File: config.mk
export PLATFORM = sky130hd
export DESIGN_NAME = pgm_mem_arbiter
export DESIGN_NICKNAME = d
export VERILOG_FILES = /design/src/rtl/pgm_mem_pkg.sv /design/src/rtl/pgm_mem_arbiter.sv
export SDC_FILE = /design/constraint.sdc
export NUM_CORES = 1
export LEC_CHECK = 0
export CELL_PAD_IN_SITES_DETAIL_PLACEMENT = 0
export CELL_PAD_IN_SITES_GLOBAL_PLACEMENT = 2
export CORE_ASPECT_RATIO = 1.4
export CORE_UTILIZATION = 28
export DETAILED_ROUTE_END_ITERATION = 6
export GPL_ROUTABILITY_DRIVEN = 1
export PLACE_DENSITY = 0.8
export SLEW_MARGIN = 25
export SYNTH_ARGS = -nofsm -noshare
export SYNTH_HDL_FRONTEND = slang
export SYNTH_SLANG_ARGS = --single-unit
File: constraint.sdc
create_clock -name fixed_20m_clk -period 3.2 [get_ports fixed_20m_clk]
set_clock_uncertainty 0.1 [all_clocks]
set_input_delay 0.48 -clock fixed_20m_clk [delete_from_list [all_inputs] [get_ports fixed_20m_clk]]
set_output_delay 0.48 -clock fixed_20m_clk [all_outputs]
set_load 0.02 [all_outputs]
File: src/rtl/pgm_mem_pkg.sv
// Shared types and constants for the PGM memory port arbiter.
package pgm_mem_pkg;

  typedef enum logic [1:0] {
    IDLE,
    REQ,
    DONE
  } state_t;

  typedef enum logic [1:0] {
    G_DL,
    G_CPU,
    G_VID
  } grant_t;

  localparam int          PGM_MEM_AW   = 23;
  localparam logic [15:0] PGM_OPEN_BUS = 16'hFFFF;

endpackage

File: src/rtl/pgm_mem_arbiter.sv
// Shares one PGM memory port between ioctl download, the 68k and video fetch.
// Download always wins; CPU and video alternate on ties. A watchdog aborts a
// request that is never acknowledged and returns open-bus data.
module pgm_mem_arbiter
  import pgm_mem_pkg::*;
#(
  parameter int TIMEOUT = 255
) (
  input  logic                  fixed_20m_clk,
  input  logic                  reset_n,
  input  logic                  dl_wr,
  input  logic [PGM_MEM_AW-1:0] dl_addr,
  input  logic [15:0]           dl_data,
  output logic                  dl_busy,
  output logic                  dl_overflow,
  input  logic                  cpu_sel,
  input  logic                  cpu_as_n,
  input  logic                  cpu_rw_n,
  input  logic                  cpu_uds_n,
  input  logic                  cpu_lds_n,
  input  logic [PGM_MEM_AW-1:0] cpu_addr,
  input  logic [15:0]           cpu_dout,
  output logic [15:0]           cpu_din,
  output logic                  cpu_dtack_n,
  input  logic                  vid_req,
  input  logic [PGM_MEM_AW-1:0] vid_addr,
  output logic [15:0]           vid_rdata,
  output logic                  vid_ack,
  output logic                  mem_req,
  output logic                  mem_we,
  output logic [1:0]            mem_be,
  output logic [PGM_MEM_AW-1:0] mem_addr,
  output logic [15:0]           mem_wdata,
  input  logic [15:0]           mem_rdata,
  input  logic                  mem_ack,
  output logic                  timeout_err
);

  localparam logic [7:0] WDOG_LIMIT = 8'(TIMEOUT);

  state_t                state;
  grant_t                grant;
  logic                  last_grant_vid;
  logic [7:0]            wdog;
  logic [PGM_MEM_AW-1:0] dl_addr_q;
  logic [15:0]           dl_data_q;
  logic                  cpu_done;

  logic                  cpu_pend;
  logic                  dl_pend;
  logic                  cpu_wins;
  logic                  timeout_hit;
  logic                  finish;
  logic                  dl_release;
  logic [15:0]           result;
  logic [PGM_MEM_AW-1:0] dl_src_addr;
  logic [15:0]           dl_src_data;

  assign cpu_pend    = !cpu_as_n && cpu_sel && !cpu_done;
  // A write strobe seen in IDLE is served at once, even before the buffer flag is visible.
  assign dl_pend     = dl_busy || dl_wr;
  assign dl_src_addr = dl_busy ? dl_addr_q : dl_addr;
  assign dl_src_data = dl_busy ? dl_data_q : dl_data;
  // CPU wins a tie only when video was granted last.
  assign cpu_wins    = cpu_pend && (!vid_req || last_grant_vid);
  // A real acknowledge in the final watchdog cycle takes precedence over the abort.
  assign timeout_hit = (state == REQ) && !mem_ack && ((wdog + 8'd1) == WDOG_LIMIT);
  assign finish      = (state == REQ) && (mem_ack || timeout_hit);
  assign dl_release  = finish && (grant == G_DL);
  assign result      = mem_ack ? mem_rdata : PGM_OPEN_BUS;

  // Arbitration FSM: grant, drive the memory port, and register the delivered result.
  always_ff @(posedge fixed_20m_clk or negedge reset_n) begin
    if (!reset_n) begin
      state          <= IDLE;
      grant          <= G_DL;
      last_grant_vid <= 1'b1;
      wdog           <= 8'd0;
      mem_req        <= 1'b0;
      mem_we         <= 1'b0;
      mem_be         <= 2'b00;
      mem_addr       <= '0;
      mem_wdata      <= 16'h0000;
      vid_rdata      <= 16'h0000;
      vid_ack        <= 1'b0;
      cpu_din        <= PGM_OPEN_BUS;
      timeout_err    <= 1'b0;
    end else begin
      vid_ack <= 1'b0;
      case (state)
        IDLE: begin
          wdog <= 8'd0;
          if (dl_pend) begin
            grant     <= G_DL;
            mem_addr  <= dl_src_addr;
            mem_wdata <= dl_src_data;
            mem_we    <= 1'b1;
            mem_be    <= 2'b11;
            mem_req   <= 1'b1;
            state     <= REQ;
          end else if (cpu_wins) begin
            grant          <= G_CPU;
            last_grant_vid <= 1'b0;
            mem_addr       <= cpu_addr;
            mem_wdata      <= cpu_dout;
            mem_we         <= !cpu_rw_n;
            mem_be         <= ~{cpu_uds_n, cpu_lds_n};
            mem_req        <= 1'b1;
            state          <= REQ;
          end else if (vid_req) begin
            grant          <= G_VID;
            last_grant_vid <= 1'b1;
            mem_addr       <= vid_addr;
            mem_we         <= 1'b0;
            mem_be         <= 2'b11;
            mem_req        <= 1'b1;
            state          <= REQ;
          end
        end
        REQ: begin
          if (finish) begin
            mem_req <= 1'b0;
            state   <= DONE;
            if (timeout_hit) timeout_err <= 1'b1;
            if (grant == G_VID) begin
              vid_ack   <= 1'b1;
              vid_rdata <= result;
            end
            if (grant == G_CPU) cpu_din <= result;
          end else begin
            wdog <= wdog + 8'd1;
          end
        end
        DONE: state <= IDLE;
        default: state <= IDLE;
      endcase
    end
  end

  // One-entry download buffer with sticky overflow on a write that finds it full.
  always_ff @(posedge fixed_20m_clk or negedge reset_n) begin
    if (!reset_n) begin
      dl_busy     <= 1'b0;
      dl_overflow <= 1'b0;
      dl_addr_q   <= '0;
      dl_data_q   <= 16'h0000;
    end else if (dl_wr && (!dl_busy || dl_release)) begin
      dl_busy   <= 1'b1;
      dl_addr_q <= dl_addr;
      dl_data_q <= dl_data;
    end else if (dl_wr) begin
      dl_overflow <= 1'b1;
    end else if (dl_release) begin
      dl_busy <= 1'b0;
    end
  end

  // Marks the current 68k bus cycle as served until address strobe is released.
  always_ff @(posedge fixed_20m_clk or negedge reset_n) begin
    if (!reset_n) begin
      cpu_done <= 1'b0;
    end else if (cpu_as_n) begin
      cpu_done <= 1'b0;
    end else if (finish && (grant == G_CPU)) begin
      cpu_done <= 1'b1;
    end
  end

  // DTACK asserts with the result and holds until the 68k releases address strobe.
  always_ff @(posedge fixed_20m_clk or negedge reset_n) begin
    if (!reset_n) begin
      cpu_dtack_n <= 1'b1;
    end else if (finish && (grant == G_CPU) && !cpu_as_n) begin
      cpu_dtack_n <= 1'b0;
    end else if (cpu_as_n) begin
      cpu_dtack_n <= 1'b1;
    end
  end

endmodule
==> run_results.csv <==
group,metric,value,unit
logic_synthesis,yosys_warnings,0,
power,combPwrFrac,40.4,%
power,swShare,35.3,%
floorplanning,ios,207,
min_path,hold_end,"cpu_dtack_n$_DFFE_PN1P_",
sta,fin_crit_sh,86.7,%
placed_design,dp_cells,1028,
logic_synthesis,synth_cell_types,43,
setup_path,r2r-start,"wdog[0]$_DFFE_PN0P_",
floorplanning,die_y,177,um
clocking,htree_levels,4,
floorplanning,core_area,21400,um2
sta,drv_slew,0,
clocking,clk_pin_slew,60,ps
min_path,hold_depth,2,
drt,drcViolationCount,0,
power,ir_worst_vdd,0.440,mV
drt,viasPerCell,4.66,
sta,fin_setup_tns,0,ps
floorplanning,rows,63,
floorplanning,die_w,127,um
grt,grt_use_total,15.9,%
grt,grt_pass1_wl,27400,um
setup_path,startpoint,"wdog[0]$_DFFE_PN0P_",
power,p_switching,2.95,mW
logic_synthesis,synth_fp_nets,676,
logic_synthesis,yosys-top-cells-area,"dfrtp_1 47%, mux2i_1 10%, dfstp_2 7.7%, o21ai_0 5.9%, mux2_2 5.5%",
layout,area_delta_synth_final,49.9,%
sta,setup_viol,0,
layout,antenna_cells,0,
sta,period_needed,2770,ps
grt,globalRoute.busiestLayer,"met2",
power,p_leak,4.10,nW
layout,final_area,9230,um2
setup_path,startpoint_type,"flip-flop",
grt,grt_pass1_vias,5239,
placed_design,io_buffers,206,
drt,routed_wl,17400,um
drt,wire_per_inst,16.4,um
logic_synthesis,synth_top_area_cell,"dfrtp_1",
grt,grt_remaining_overflow,0,
clocking,root_buffer,"clkbuf_16",
drt,ant_nets,0,
setup_path,reg2reg_slack,430,ps
drt,dr.first_iter.drc_count,193,
setup_path,crit_buf_inv,2,
floorplanning,start_util,28.8,%
min_path,hold_start,"cpu_dtack_n$_DFFE_PN1P_",
sta,relSlewSlack,62.7,%
setup_path,critPathMostFrequentCell,"buf_4",
layout,finish.utilization,43.2,%
power,power_frac_seq,35.4,%
floorplanning,dieArea,22600,um2
clocking,clock_sinks,133,
sta,worst_slack,425,ps
setup_path,endpoint_kind,"flip-flop",
grt,grt_max_degree,56,
layout,fillCellCount,1997,
setup_path,r2r_cells,9,
setup_path,slowest_delay,490,ps
grt,antenna_found_initial,0,
setup_path,r2r-end,"vid_rdata[14]$_DFFE_PN0P_",
setup_path,path_class,"flip-flop to flip-flop",
layout,mostFrequentLayoutCells,"204 x clkdlybuf4s50_1, 114 x dfrtp_1, 75 x nand2_1",
min_path,hp-class,"flip-flop to flip-flop",
setup_path,cp_slowest_cell,"or4b_1",
clocking,worstSkewPairLatency,420,ps
logic_synthesis,synth-seq-area-share,54.4,%
logic_synthesis,ys_seq_elements,133,
grt,grt_use_met3,3.56,%
clocking,hold_buffers,1,
grt,use_met2,28.8,%
setup_path,path_max_fanout,17,
logic_synthesis,yosysTopAreaCellShare,46.7,%
layout,final_common_cell,"clkdlybuf4s50_1",
clocking,cts_buffers,17,
setup_path,required,3460,ps
sta,max_freq,360,MHz
power,power.share.clock,24.2,%
sta,worstMarginPinSlew,560,ps
placed_design,dpl.hpwl,13000,um
flow_run,cap_violations,0,
placed_design,gp_congestion,0.781,
clocking,cts_tree,"yes",
clocking,cts_resized,0,
drt,drt_pass1_iterations,4,
layout,fin_cells,1061,
power,p_int,5.40,mW
grt,grt_use_met1,18.3,%
logic_synthesis,syn-mean-instance-area,11.3,um2
logic_synthesis,syn_area,6160,um2
layout,final_nets,885,
sta,rsz0062_at_grt,"false",
sta,hold_viol,0,
run_status,outcome,"completed",
setup_path,cp_top_family,"simple AND/OR/NAND/NOR gates",
setup_path,path_cells,"ha_1, xnor2_1, or4b_1, a211oi_2, buf_4, a21oi_2, nor4b_4, buf_4, o22a_1",
power,power_density,904,nW/um2
logic_synthesis,syn_inst,547,
clocking,cts.path.max_buffers,2,
drt,num_vias,4947,
placed_design,pre_cts_ws,284,ps
setup_path,arrival,3030,ps
placed_design,place_area,8610,um2
layout,drive_gt1_share,15.5,%
clocking,cts_setup_buffers,0,
cell type report:
class                   count  area (um2)  area share [%]
well taps                 292         365            3.96
inverters                   7        26.3           0.285
clock inverters            15         184            1.99
multi-input cells         372        2640            28.6
clock buffers              17         425            4.61
flip-flops and latches    133        3350            36.3
repair buffers            225        2240            24.2
registers in the layout (all words and copies together), names as in the netlist, 2 cells and up:
name       count
mem_wdata     16
wdog           8
dl_data_q     16
vid_rdata     16
mem_addr      23
mem_be         2
dl_addr_q     23
cpu_din       16
state          2
grant          2
cell families after synthesis:
logic type | after synthesis | synth area share (%)
AOI/OAI and AO/OA | 143 | 14.7
DFF | 133 | 54.4
and+or+nand+nor | 123 | 9.08
muxes | 102 | 18.0
buffers and inverters | 42 | 3.09
xor gates and xnor gates | 2 | 0.284
adders and majority gates | 2 | 0.406
cell usage after synthesis, drive strengths merged:
cell and count:
a2111oi 1, a211o 1, a211oi 1, a21boi 1
a21o 3, a21oi 18, a221o 1, a22o 1
a22oi 3, a31oi 1, and2 2, and3 3
buf 11, clkbuf 24, dfrtp 115, dfstp 18
ha 2, inv 7, mux2 40, mux2i 62
nand2 75, nand2b 4, nand3 5, nand4 1
nand4b 2, nor2 23, nor2b 1, nor3 2
nor4b 2, o21ai 74, o21ba 1, o21bai 1
o22a 32, o31ai 4, or3 2, or4b 1
xnor2 1, xor2 1
worst max path at each step:
stage,cells past startpoint,end,slack [ps]
after global routing,9,vid_rdata[14]$_DFFE_PN0P_,270
after floorplan,9,dl_addr_q[11]$_DFFE_PN0P_,470
after detailed placement,8,vid_rdata[14]$_DFFE_PN0P_,280
after CTS,9,vid_rdata[14]$_DFFE_PN0P_,410
after global placement,8,vid_rdata[10]$_DFFE_PN0P_,370
final,9,vid_rdata[14]$_DFFE_PN0P_,430
power by group through the flow:
| stage | clock network [mW] | logic (mW) | registers, mW |
|---|---|---|---|
| final | 2.02 | 3.37 | 2.95 |
| after global routing | 2.14 | 3.64 | 3.05 |
| after CTS | 2.06 | 3.42 | 2.96 |
| after detailed placement | 0 | 3.42 | 2.98 |
| after global placement | 0 | 3.32 | 2.96 |
| after floorplan | 0 | 1.43 | 3.39 |
per-stage QoR:
step | power [mW] | hold slack [ps]
after global placement | 6.28 | 322
after global routing | 8.82 | 410
after CTS | 8.44 | 379
final | 8.35 | 376
after detailed placement | 6.41 | 329
after floorplan | 4.82 | 84.4
metal layers:
layer | up-vias | wire length (um)
met5 | - | 6
met4 | 2 | 284
met3 | 19 | 794
met2 | 137 | 9070
met1 | 2420 | 7260
li1 | 2369 | -
tightest hold or removal path, delay by kind of cell (launching register included):
kind	cells	cell delay (ps)
flip-flops	1	370
buffers and inverters	1	40
AO/OA/AOI/OAI	1	60
No activity file was read; power rests on OpenSTA's default activity.
